$ cat config.mk
export PLATFORM = sky130hd
export DESIGN_NAME = plot_arbiter
export DESIGN_NICKNAME = d
export VERILOG_FILES = /design/src/rtl/plot_arbiter_pkg.sv /design/src/rtl/plot_arbiter_rr_pick.sv /design/src/rtl/plot_arbiter.sv
export SDC_FILE = /design/constraint.sdc
export NUM_CORES = 1
export LEC_CHECK = 0
export ABC_CLOCK_PERIOD_IN_PS = 7300
export BUFFER_PORTS_ARGS = -buffer_cell sky130_fd_sc_hd__buf_2
export CORE_MARGIN = 2
export CORE_UTILIZATION = 42
export CTS_BUF_LIST = sky130_fd_sc_hd__clkbuf_8 sky130_fd_sc_hd__clkbuf_16
export CTS_CLUSTER_SIZE = 12
export DETAILED_ROUTE_END_ITERATION = 10
export PLACE_DENSITY = 0.7
export SYNTH_ARGS = -nofsm -noshare
export SYNTH_HDL_FRONTEND = slang
export SYNTH_HIERARCHICAL = 1
export SYNTH_SLANG_ARGS = --single-unit
$ cat constraint.sdc
create_clock -name clk -period 7.3 [get_ports clk]
set_input_delay 0.73 -clock clk [delete_from_list [all_inputs] [get_ports clk]]
set_output_delay 0.73 -clock clk [all_outputs]
set_load 0.01 [all_outputs]
$ cat src/rtl/plot_arbiter_pkg.sv
// Shared widths, colour constants and FSM encoding for the VGA plot-port arbiter.
package plot_arbiter_pkg;

  localparam int COORD_W  = 10;
  localparam int COLOUR_W = 3;
  localparam int BURST_W  = 20;

  localparam logic [COLOUR_W-1:0] COLOUR_BLACK      = 3'b000;
  localparam logic [BURST_W-1:0]  MAX_BURST_DEFAULT = 20'd4096;

  typedef enum logic [1:0] {
    ST_IDLE  = 2'd0,
    ST_GRANT = 2'd1,
    ST_GAP   = 2'd2
  } arb_state_t;

endpackage

$ cat src/rtl/plot_arbiter_rr_pick.sv
// Combinational requester pick: lane N-1 always wins, otherwise round-robin over
// lanes 0..N-2 starting just after the last granted lane.
module plot_arbiter_rr_pick #(
  parameter int N  = 5,
  parameter int IW = $clog2(N)
) (
  input  logic [N-1:0]  req,
  input  logic [IW-1:0] last,
  input  logic [N-1:0]  mask,
  output logic [N-1:0]  pick,
  output logic [IW-1:0] idx,
  output logic          valid
);

  logic [N-1:0] elig;
  int           start;
  int           j;

  assign elig = req & ~mask;

  always_comb begin
    pick  = '0;
    idx   = '0;
    valid = 1'b0;
    j     = 0;
    // last = N-1 (reset value) restarts the search at lane 0
    start = (int'(last) >= N - 2) ? 0 : int'(last) + 1;
    if (elig[N-1]) begin
      pick[N-1] = 1'b1;
      idx       = IW'(N - 1);
      valid     = 1'b1;
    end else begin
      for (int off = 0; off < N - 1; off++) begin
        j = start + off;
        if (j >= N - 1) j = j - (N - 1);
        if (!valid && elig[j]) begin
          pick[j] = 1'b1;
          idx     = IW'(j);
          valid   = 1'b1;
        end
      end
    end
  end

endmodule

$ cat src/rtl/plot_arbiter.sv
// Shares the VGA plot port between drawing engines: one burst at a time, priority
// lane N-1, registered plot bus, erase substitution and burst-length watchdog.
module plot_arbiter
  import plot_arbiter_pkg::*;
#(
  parameter int                 N         = 5,
  parameter logic [BURST_W-1:0] MAX_BURST = MAX_BURST_DEFAULT
) (
  input  logic                  clk,
  input  logic                  resetn,
  input  logic [N-1:0]          req,
  input  logic [COORD_W*N-1:0]  pix_x,
  input  logic [COORD_W*N-1:0]  pix_y,
  input  logic [COLOUR_W*N-1:0] pix_colour,
  input  logic [N-1:0]          pix_we,
  input  logic                  erase,
  output logic [N-1:0]          grant,
  output logic                  busy,
  output logic [COORD_W-1:0]    x,
  output logic [COORD_W-1:0]    y,
  output logic [COLOUR_W-1:0]   colour,
  output logic                  writeEn,
  output logic                  timeout_err
);

  localparam int IW = $clog2(N);

  arb_state_t           state_reg, state_next;
  logic [N-1:0]         req_q;
  logic [N-1:0]         grant_reg;
  logic [N-1:0]         mask_reg, mask_next;
  logic [IW-1:0]        last_reg;
  logic [BURST_W-1:0]   cnt_reg;
  logic [COORD_W-1:0]   x_reg, y_reg;
  logic [COLOUR_W-1:0]  colour_reg;
  logic                 we_reg;
  logic                 timeout_err_reg;
  logic                 timeout_hit;
  logic                 req_g;

  logic [N-1:0]         pick;
  logic [IW-1:0]        pick_idx;
  logic                 pick_valid;

  logic [COORD_W-1:0]   x_arr   [N];
  logic [COORD_W-1:0]   y_arr   [N];
  logic [COLOUR_W-1:0]  col_arr [N];
  logic [COORD_W-1:0]   x_sel, y_sel;
  logic [COLOUR_W-1:0]  col_sel;
  logic                 we_sel;

  generate
    for (genvar gi = 0; gi < N; gi++) begin : g_unpack
      assign x_arr[gi]   = pix_x[gi*COORD_W +: COORD_W];
      assign y_arr[gi]   = pix_y[gi*COORD_W +: COORD_W];
      assign col_arr[gi] = pix_colour[gi*COLOUR_W +: COLOUR_W];
    end
  endgenerate

  always_comb begin
    x_sel   = '0;
    y_sel   = '0;
    col_sel = '0;
    we_sel  = 1'b0;
    for (int i = 0; i < N; i++) begin
      if (grant_reg[i]) begin
        x_sel   |= x_arr[i];
        y_sel   |= y_arr[i];
        col_sel |= col_arr[i];
        we_sel  |= pix_we[i];
      end
    end
  end

  plot_arbiter_rr_pick #(.N(N), .IW(IW)) u_rr_pick (
    .req   (req_q),
    .last  (last_reg),
    .mask  (mask_reg),
    .pick  (pick),
    .idx   (pick_idx),
    .valid (pick_valid)
  );

  assign req_g = |(req_q & grant_reg);

  // A timed-out lane stays masked until its registered request is seen low.
  assign mask_next = (mask_reg & req_q) | (timeout_hit ? grant_reg : '0);

  always_ff @(posedge clk or negedge resetn) begin
    if (!resetn) begin
      state_reg       <= ST_IDLE;
      req_q           <= '0;
      grant_reg       <= '0;
      mask_reg        <= '0;
      last_reg        <= IW'(N - 1);
      cnt_reg         <= '0;
      x_reg           <= '0;
      y_reg           <= '0;
      colour_reg      <= '0;
      we_reg          <= 1'b0;
      timeout_err_reg <= 1'b0;
    end else begin
      state_reg <= state_next;
      req_q     <= req;
      mask_reg  <= mask_next;
      if (state_reg == ST_IDLE && pick_valid) begin
        grant_reg <= pick;
        cnt_reg   <= '0;
        if (!pick[N-1]) last_reg <= pick_idx;
      end else if (state_reg == ST_GRANT) begin
        cnt_reg <= cnt_reg + 1'b1;
      end
      if (state_reg == ST_GRANT) begin
        x_reg      <= x_sel;
        y_reg      <= y_sel;
        colour_reg <= (erase && !grant_reg[N-1]) ? COLOUR_BLACK : col_sel;
        we_reg     <= we_sel;
      end else begin
        we_reg     <= 1'b0;
      end
      if (timeout_hit) timeout_err_reg <= 1'b1;
    end
  end

  always_comb begin
    state_next  = state_reg;
    timeout_hit = 1'b0;
    case (state_reg)
      ST_IDLE:  if (pick_valid) state_next = ST_GRANT;
      ST_GRANT: begin
        if (!req_g) begin
          state_next = ST_GAP;
        end else if (cnt_reg == MAX_BURST - 1'b1) begin
          state_next  = ST_GAP;
          timeout_hit = 1'b1;
        end
      end
      ST_GAP:   state_next = ST_IDLE;
      default:  state_next = ST_IDLE;
    endcase
  end

  always_comb begin
    grant       = (state_reg == ST_GRANT) ? grant_reg : '0;
    busy        = (state_reg == ST_GRANT);
    x           = x_reg;
    y           = y_reg;
    colour      = colour_reg;
    writeEn     = we_reg;
    timeout_err = timeout_err_reg;
  end

endmodule

## Word level (Yosys, flattened, before mapping)

Index checks and enable logic that the tools add are counted.

- Flip-flop bits (word level): 65
- Bits of input ports: 128
- Output and inout port bits: 31
- Logic and storage cells: 164

- $add $sub $neg: 9
- Magnitude comparators: 13
- Equal/unequal tests: 4
- Muxes and demuxes: 84
- Bitwise logic cells: 25
- Reduce and logical (&&, ||, !) cells: 18

Operators with widths:

| kind | count |
|---|---|
| two-way mux 32 bit | 9 |
| >= comparator 32 x 1 -> 1 bit, second input constant | 4 |
| >= comparator 32 x 4 -> 1 bit, second input constant | 4 |
| < comparator 32 x 5 -> 1 bit, second input constant | 4 |
| subtractor 32 x 4 -> 32 bit, second input constant | 4 |
| two-way mux 10 bit | 10 |
| bitwise OR 10 bit | 8 |
| adder 32 x 3 -> 32 bit, second input constant | 2 |
| two-way mux 5 bit | 9 |
| two-way mux 20 bit | 2 |
| two-way mux 3 bit | 11 |
| adder 32 x 2 -> 32 bit, second input constant | 1 |
| two-way mux 1 bit | 30 |
| adder 20 x 1 -> 20 bit, second input constant | 1 |
| equality test 20 x 12 -> 1 bit, second input constant | 1 |
| bitwise OR 5 bit | 4 |
| AND 5 bit | 3 |
| binary-select mux 1 bit (select 3 bit) | 4 |
| demux 1 bit (select 3 bit) | 4 |
| bitwise OR 3 bit | 4 |
| logical AND 1 bit | 9 |
| two-way mux 2 bit | 3 |
| NOT 5 bit | 1 |
| OR reduction 5 bit | 1 |
| 13 further kinds | 20 |

## Depth between registers and ports, before layout

Gate-level depths: netlist (run 1).

- Depth after elaboration: 24
- Depth in mapped cells: 20
- Depth with buffers taken out: 19

## Cells and area by module

The synthesis (run 1) kept the hierarchy.

Modules (own cells, without submodules):

| module | times used | cells an instance | area an instance (µm²) | seq. area each (µm²) |
|---|---|---|---|---|
| plot_arbiter | 1 | 295 | 3185.6 | 1627.8 |
| plot_arbiter_rr_pick | 1 | 140 | 1073.5 | 0.0 |

## Least setup slack after synthesis (run 1)

No wires, ideal clock.

- Path kind: reg-to-reg
- Start point: reg last_reg[0]
- End point: reg grant_reg[2]
- Library setup time: 0.125 ns
- Arrival time: 4.180 ns
- Required time: 7.175 ns
- Path slack: 2.996 ns
- Stages on the path, launching flop included: 19
- Buffers on the path: 3
- Clock period less this slack: 4.304 ns
- Cell sequence: dfrtp_1 ha_1 ha_1 a211oi_1 nand2_1 inv_1 ha_1 clkbuf_1 xor2_1 ha_1 nor2b_1 a21o_2 mux2_2 a31oi_1 nand3_1 or3b_1 clkbuf_1 clkbuf_8 mux2_2

- Longest elaborated chain between the ends: 23
- Elaborated cells between the ends (all ways): 80
- Classes of those cells: add/sub: 8; order compare: 13; mux: 45; bitwise: 3; reduce/logical: 11

RTL lines:

| what | line | text |
|---|---|---|
| from (decl) | plot_arbiter.sv:32 | `logic [IW-1:0] last_reg;` |
| from (signal assigned) | plot_arbiter.sv:95 | `last_reg <= IW'(N - 1);` |
| from (signal assigned) | plot_arbiter.sv:109 | `if (!pick[N-1]) last_reg <= pick_idx;` |
| adder 3 x 1 -> 4 bit or >= comparator 3 x 2 -> 1 bit (tied branches) | plot_arbiter_rr_pick.sv:27 | `start = (int'(last) >= N - 2) ? 0 : int'(last) + 1;` |
| two-way mux 32 bit (*) | plot_arbiter_rr_pick.sv:27 |  |
| parallel branches: the longest is 18 deep, another holds adder 32 x 2 -> 32 bit | n/a |  |
| two-way mux 1 bit (*) | plot_arbiter_rr_pick.sv:36 | `if (!valid && elig[j]) begin` |
| two-way mux 1 bit (*) | plot_arbiter_rr_pick.sv:28 | `if (elig[N-1]) begin` |
| net pick_valid | plot_arbiter.sv:43 | `logic pick_valid;` |
| logical AND 1 bit (*) | plot_arbiter.sv:106 | `if (state_reg == ST_IDLE && pick_valid) begin` |
| to (signal assigned) | plot_arbiter.sv:107 | `grant_reg <= pick;` |
| to (decl) | plot_arbiter.sv:30 | `logic [N-1:0] grant_reg;` |

Mark *: on every way through the listed nets, which the timed path passes. The select of a mux whose other input is x is not followed.
A chain may end at the register's enable or synchronous reset.

## Worst setup path after layout (run 1)

- Start point: reg last_reg[0]
- End point: reg last_reg[0]

- Longest elaborated chain between the ends: 24
- Elaborated cells between the ends (all ways): 87
- Classes of those cells: add/sub: 8; order compare: 13; mux: 50; bitwise: 4; reduce/logical: 12

RTL lines:

| what | line |
|---|---|
| adder 3 x 1 -> 4 bit or >= comparator 3 x 2 -> 1 bit (tied branches) | plot_arbiter_rr_pick.sv:27 |
| two-way mux 32 bit (*) | plot_arbiter_rr_pick.sv:27 |
| parallel branches: the longest is 18 deep, another holds adder 32 x 2 -> 32 bit | n/a |
| two-way mux 1 bit (*) | plot_arbiter_rr_pick.sv:36 |
| two-way mux 1 bit (*) | plot_arbiter_rr_pick.sv:28 |
| net pick_valid | plot_arbiter.sv:43 |
| logical AND 1 bit (*) | plot_arbiter.sv:106 |
| AND reduction 2 bit (no line) (*) | n/a |

Marked as above.

==> impl_metrics.json, run 1 <==
{
  "largest_register_ffs": 20,
  "route.detailed.vias_per_inst": 5.80,
  "postCtsHoldBufs": 0,
  "startpoint_type": "register",
  "hold_path.startpoint": "timeout_err$_DFFE_PN0N_",
  "path_cells": "ha_1 -> ha_1 -> a211oi_1 -> nand2_1 -> ha_1 -> xnor2_1 -> inv_1 -> ha_1 -> ha_1 -> a21boi_0 -> xnor3_1 -> mux2i_2 -> nand3_1 -> or3b_1 -> nor2_1 -> mux2_2",
  "skew_ns": 0.0108,
  "port_buffers": 158,
  "initial_utilization": 0.434,
  "post_cts_resize_count": 0,
  "post-route-drc-count": 0,
  "n_fill_cell": 957,
  "design.die.area_sq_um": 11000,
  "vias": 4186,
  "ys_seq_elements": 65,
  "die_w_microns": 105,
  "finalCritPeriodShare": 0.711,
  "clock_tree.buffer_depth": 2,
  "ys_seq_area_frac": 0.382,
  "ff_latch_area_sq_um": 1630,
  "cp_slowest_stage_delay_ns": 0.69,
  "cts_made_buffers": 9,
  "clock_sinks": 65,
  "globalRouteTotalUtil": 0.230,
  "slew-limit-headroom": 0.320,
  "clockRootBuffer": "clkbuf_8",
  "status": "completed",
  "pre_cts_slack_ns": 2.15,
  "fp.dieH_microns": 105,
  "worst-setup-path-type": "register to register",
  "vdd_drop_max_v": 0.000155,
  "setup.worst_path.end_class": "register",
  "layout_common_cells": "158 x buf_2, 64 x dfrtp_1, 40 x nand2_1",
  "synth_top_cells_by_area": "dfrtp_1 38%, ha_1 6.2%, a222oi_1 5.9%",
  "timing.critical_path.slowest_stage_cell": "or3b_1",
  "core_area_sq_um": 9820,
  "top_cell_by_count_worst_path": "ha_1",
  "critPathLaunch": "last_reg[0]$_DFFE_PN0P_",
  "drv.max_cap_violation_count": 0,
  "post-synth-top-area-fraction": 0.376,
  "layout.cells.most_common": "buf_2",
  "holdCritPathClass": "register to register",
  "place_congestion": 0.892,
  "setup_total_negative_slack_ns": 0,
  "grt_pass1_wl_mm": 20.1,
  "synth_edf_count": 0,
  "via_count_of_the_first_global_routing_pass": 3973,
  "post_cts_buffers": 0,
  "syn_area_per_cell_sq_um": 9.79,
  "tightestPinTransition_ns": 1.02,
  "multiInputGateArea_sq_um": 2440,
  "power.density_cell_area_nw_per_um2": 393,
  "net_count_of_the_finished_layout": 732,
  "pin_count_of_the_biggest_net_entering_global_routing": 66,
  "worst-path-max-fanout": 24,
  "max_clock_freq_mhz": 193,
  "crit_family": "simple AND/OR/NAND/NOR gates",
  "crit_buf_inv": 1,
  "yosys_warnings": 6,
  "grt_remaining_overflow": 0,
  "core.rowCount": 36,
  "report.final.slew_viol_count": 0,
  "synth-main-ff-cell": "dfrtp_1",
  "asyncSetResetFlopFracSynth": 1.00,
  "number_of_antenna_violations_at_the_first_check_in_global_routing": 1,
  "total_leakage_power_nw": 2.60,
  "timing.critical_path.required_ns": 7.52,
  "drt_wl_total_mm": 12.5,
  "critical_register_to_register_path_startpoint": "last_reg[0]$_DFFE_PN0P_",
  "routedWlPerCell_microns": 17.3,
  "first_pass_iters": 7,
  "drt_iter0_drc": 332,
  "num_io_pins": 159,
  "antenna_left": 0,
  "worst_slack_ns": 2.11,
  "period_minus_slack_ns": 5.19,
  "ctsHtreeMaxLevel": 3,
  "critPathArrivalTime_ns": 5.41,
  "mappedNetlistArea_sq_um": 4260,
  "postSynthCellCount": 435,
  "netlist-cell-type-count": 67,
  "clkSlewWorstSetupHoldPaths_ns": 0.07,
  "areaGrowthSynthToFinish_pct": 25.6,
  "rsz_0062_raised_after_global_routing": "false",
  "report.final.hold_viol_count": 0,
  "yosys.area.top_type": "dfrtp_1",
  "drive_gt1_frac": 0.359,
  "tritoncts": "built",
  "clock_latency_late_sink_ns": 0.35,
  "setup_viol": 0,
  "post-dp-hpwl_mm": 9.38
}
==> power by group <==
part | leakage, nW | internal, mW | total (mW) | switching (mW)
registers | 0.824 | 0.460 | 0.568 | 0.108
clock network | 0.118 | 0.203 | 0.346 | 0.143
logic | 1.66 | 0.487 | 1.19 | 0.702
==> synthesized netlist by cell type (all sizes together) (4+ instances only) <==
master and number:
nand4 7, a22oi 25, a222oi 25, buf 7, nor3 8, ha 21
a31oi 27, o31ai 5, dfrtp 64, o21ai 15, and2b 4, clkbuf 22
inv 11, nor4 5, nand3 18, and2 7, nand2 40, nor2 30
a21oi 10, a22o 8, mux2 10, mux2i 13
==> worst register-to-register path: cells and delay by family (launching register included) <==
| kind | cells | cell delay [ns] |
|---|---|---|
| DFF | 1 | 0.47 |
| and+or+nand+nor | 4 | 1.50 |
| buffers and inverters | 1 | 0.13 |
| xor gates and xnor gates | 2 | 0.49 |
| AOI/OAI and AO/OA | 2 | 0.81 |
| adders and majority gates | 5 | 1.10 |
| muxes | 2 | 0.57 |
==> logic make-up after synthesis <==
logic type	count (synthesis)	share of synthesized area
compound gates	139	0.250
simple gates	137	0.176
flops	65	0.382
buf+inv	42	0.0461
mux	25	0.0693
fa+ha+maj	21	0.0617
xor+xnor	5	0.0135
other cells	1	0.000880
==> area by class of cell <==
class / instances / share of cell area
Multi-Input combinational cell: 330 / 0.456
Clock inverter: 6 / 0.0168
Inverter: 13 / 0.00912
Sequential cell: 65 / 0.304
Timing Repair Buffer: 164 / 0.156
Clock buffer: 10 / 0.0257
Antenna cell: 1 / 0.000468
Tap cell: 133 / 0.0311
==> worst paths after layout <==
path	slack (ns)	end	depth (start not counted)
max in group asynchronous	6.21	mask_reg[3]$_DFF_PN0_	2
worst max register to register	2.11	last_reg[0]$_DFFE_PN0P_	16
worst max-delay path	2.11	last_reg[0]$_DFFE_PN0P_	16
worst min-delay path	0.48	timeout_err$_DFFE_PN0N_	1
min in group asynchronous	0.55	cnt_reg[8]$_DFFE_PN0P_	2
worst min register to register	0.48	timeout_err$_DFFE_PN0N_	1
==> per-layer routing <==
layer	wire length (microns)	track usage	vias to the layer above	share of wire
li1	-	-	1988	-
met1	5200	0.301	1973	0.42
met2	6000	0.373	201	0.48
met3	938	0.0487	24	0.075
met4	323	0.0914	0	0.026
met5	0	0	-	0
==> stage by stage <==
step | cells | util | hold slack [ns] | power [mW] | area, sq um
floorplan | 437 | - | 0.434 | 1.44 | 4270
global placement | 705 | 0.522 | 0.453 | 1.73 | 5120
detailed placement | 705 | 0.522 | 0.448 | 1.75 | 5120
CTS | 721 | 0.545 | 0.470 | 2.10 | 5350
global route | 722 | 0.545 | 0.451 | 2.27 | 5350
finish | 722 | 0.545 | 0.475 | 2.10 | 5350
No activity file was read; power rests on OpenSTA's default activity.
==> run 2: changes to the inputs <==
ABC_CLOCK_PERIOD_IN_PS = 4350   (was 7300)
PLACE_DENSITY = 0.73   (was 0.7)
clock period = 4.35 ns   (was 7.3 ns; I/O delays follow)
==> impl_metrics.json, run 2 (synthesized netlist as in run 1, its figures left out) <==
{
  "areaGrowthSynthToFinish_pct": 27.6,
  "clock_tree.buffer_depth": 2,
  "met2_usage": 0.360,
  "worst-path-max-fanout": 18,
  "vias": 4212,
  "layout.cells.most_common": "buf_2",
  "dp.cells": 712,
  "initial_utilization": 0.434,
  "drive_gt1_frac": 0.382,
  "number_of_antenna_violations_at_the_first_check_in_global_routing": 0,
  "status": "completed",
  "clockRootBuffer": "clkbuf_8",
  "finalNonFillerCells": 732,
  "grt_remaining_overflow": 0,
  "first_pass_iters": 8,
  "top_cell_by_count_worst_path": "ha_1",
  "share_clk_of_total_power": 0.136,
  "report.final.slew_viol_count": 0,
  "num_io_pins": 159,
  "net_count_of_the_finished_layout": 744,
  "post_dp_cell_area_sq_um": 5190,
  "postCtsHoldBufs": 0,
  "pre_cts_slack_ns": -0.0893,
  "grt_pass1_wl_mm": 19.7,
  "period_minus_slack_ns": 4.03,
  "power.share.switching": 0.449,
  "timing.critical_path.slowest_stage_cell": "dfrtp_1",
  "groute.layer.met3.usage": 0.0405,
  "via_count_of_the_first_global_routing_pass": 4099,
  "fp.dieH_microns": 105,
  "busiest_layer": "met2",
  "setup.worst_path.end_class": "register",
  "crit_buf_inv": 2,
  "drv.max_cap_violation_count": 0,
  "drt_iter0_drc": 412,
  "vdd_drop_max_v": 0.000335,
  "post-route-drc-count": 0,
  "design.die.area_sq_um": 11000,
  "power.combinational.fraction": 0.598,
  "total_leakage_power_nw": 2.65,
  "worst-setup-path-type": "register to register",
  "startpoint_type": "register",
  "diodes": 0,
  "rsz_0062_raised_after_global_routing": "false",
  "cp_slowest_stage_delay_ns": 0.44,
  "port_buffers": 158,
  "layout_common_cells": "158 x buf_2, 64 x dfrtp_1, 39 x nand2_1",
  "clkSlewWorstSetupHoldPaths_ns": 0.07,
  "slew-limit-headroom": 0.340,
  "largest_register_ffs": 20,
  "post-dp-hpwl_mm": 9.24,
  "critPathArrivalTime_ns": 4.23,
  "globalRouteTotalUtil": 0.220,
  "path_cells": "ha_1 -> ha_1 -> a211oi_2 -> nand2_2 -> ha_1 -> xnor2_2 -> inv_1 -> ha_1 -> ha_1 -> a21boi_2 -> xnor3_1 -> mux2i_2 -> nand3_1 -> or3b_4 -> buf_12 -> and2_1 -> o21ai_0 -> o31ai_1",
  "report.final.hold_viol_count": 0,
  "worst_slack_ns": 0.322,
  "p_int_mw": 1.99,
  "route.detailed.vias_per_inst": 5.75,
  "max_clock_freq_mhz": 248,
  "power_switching_mw": 1.62,
  "routedWlPerCell_microns": 16.6,
  "final_design_area_no_fill_sq_um": 5440,
  "core.rowCount": 36,
  "skew_ns": 0.00977,
  "grtUsageMet1": 0.291,
  "pin_count_of_the_biggest_net_entering_global_routing": 41,
  "crit_family": "adder cells",
  "clock_latency_late_sink_ns": 0.34,
  "holdCritPathClass": "primary input to async pin",
  "core_area_sq_um": 9820,
  "place_congestion": 0.910,
  "finalPower_mw": 3.60,
  "cts_made_buffers": 9,
  "ctsHtreeMaxLevel": 3,
  "die_w_microns": 105,
  "tritoncts": "built",
  "finalCritPeriodShare": 0.926,
  "setup_viol": 0,
  "drt_wl_total_mm": 12.2,
  "antenna_left": 0,
  "timing.critical_path.required_ns": 4.55,
  "clock_sinks": 65,
  "power.sequential.fraction": 0.266,
  "tightestPinTransition_ns": 0.990,
  "power.density_cell_area_nw_per_um2": 663
}
## run 2: cell types whose count changed in the layout (fill, tap and decap cells not counted), sizes merged
| cell | previous run | this run |
|---|---|---|
| clkinvlp | 0 | 1 |
| buf | 164 | 176 |
| clkbuf | 10 | 9 |
| diode | 1 | 0 |
| bufinv | 2 | 1 |
## run 2: path summary, 6_finish.rpt
| path | start | endpoint | slack [ns] | depth (start not counted) |
|---|---|---|---|---|
| worst max-delay path | last_reg[1]$_DFFE_PN0P_ | cnt_reg[4]$_DFFE_PN0P_ | 0.32 | 18 |
| worst min-delay path | resetn | cnt_reg[6]$_DFFE_PN0P_ | 0.09 | 1 |
| worst max register to register | last_reg[1]$_DFFE_PN0P_ | cnt_reg[4]$_DFFE_PN0P_ | 0.32 | 18 |
| min in group clk | req[2] | req_q[2]$_DFF_PN0_ | 0.19 | 1 |
| max in group asynchronous | resetn | last_reg[2]$_DFFE_PN1P_ | 3.32 | 2 |
| worst min register to register | timeout_err$_DFFE_PN0N_ | timeout_err$_DFFE_PN0N_ | 0.47 | 1 |
## run 2: stage by stage
step	util	hold WS, ns	TNS [ns]
3_5_place_dp	0.528	0.456	-0.313
6_report	0.554	0.0886	0
2_1_floorplan	-	0.139	0
5_1_grt	0.554	0.134	0
4_1_cts	0.547	0.100	0
3_3_place_gp	0.528	0.448	0
## run 2: area by class of cell
cell class                      count  area [sq um]
Clock buffer                        9           124
Clock inverter                      6          60.1
Fill cell                         937          4380
Inverter                           13          48.8
Multi-Input combinational cell    330          2470
Sequential cell                    65          1630
Tap cell                          133           166
Timing Repair Buffer              176           938
## run 2: metal layers
layer,share of wire,wire length (microns)
met3,0.069,835
met2,0.50,6030
met1,0.42,5070
met4,0.020,248
met5,0,0
## run 2: power by group through the flow
stage	combinational, mW	sequential (mW)	clock (mW)
after floorplan	1.48	0.928	0
after global placement	1.97	0.959	0
after detailed placement	2.04	0.967	0
after CTS	2.06	0.960	0.507
after global routing	2.37	0.985	0.533
final	2.15	0.958	0.491
## run 2: what timing repair did
item,4_1_cts,5_1_grt
pin swaps,0,3
endpoints found under the setup margin,7,29
buffers inserted,0,5
gates resized for setup,2,7
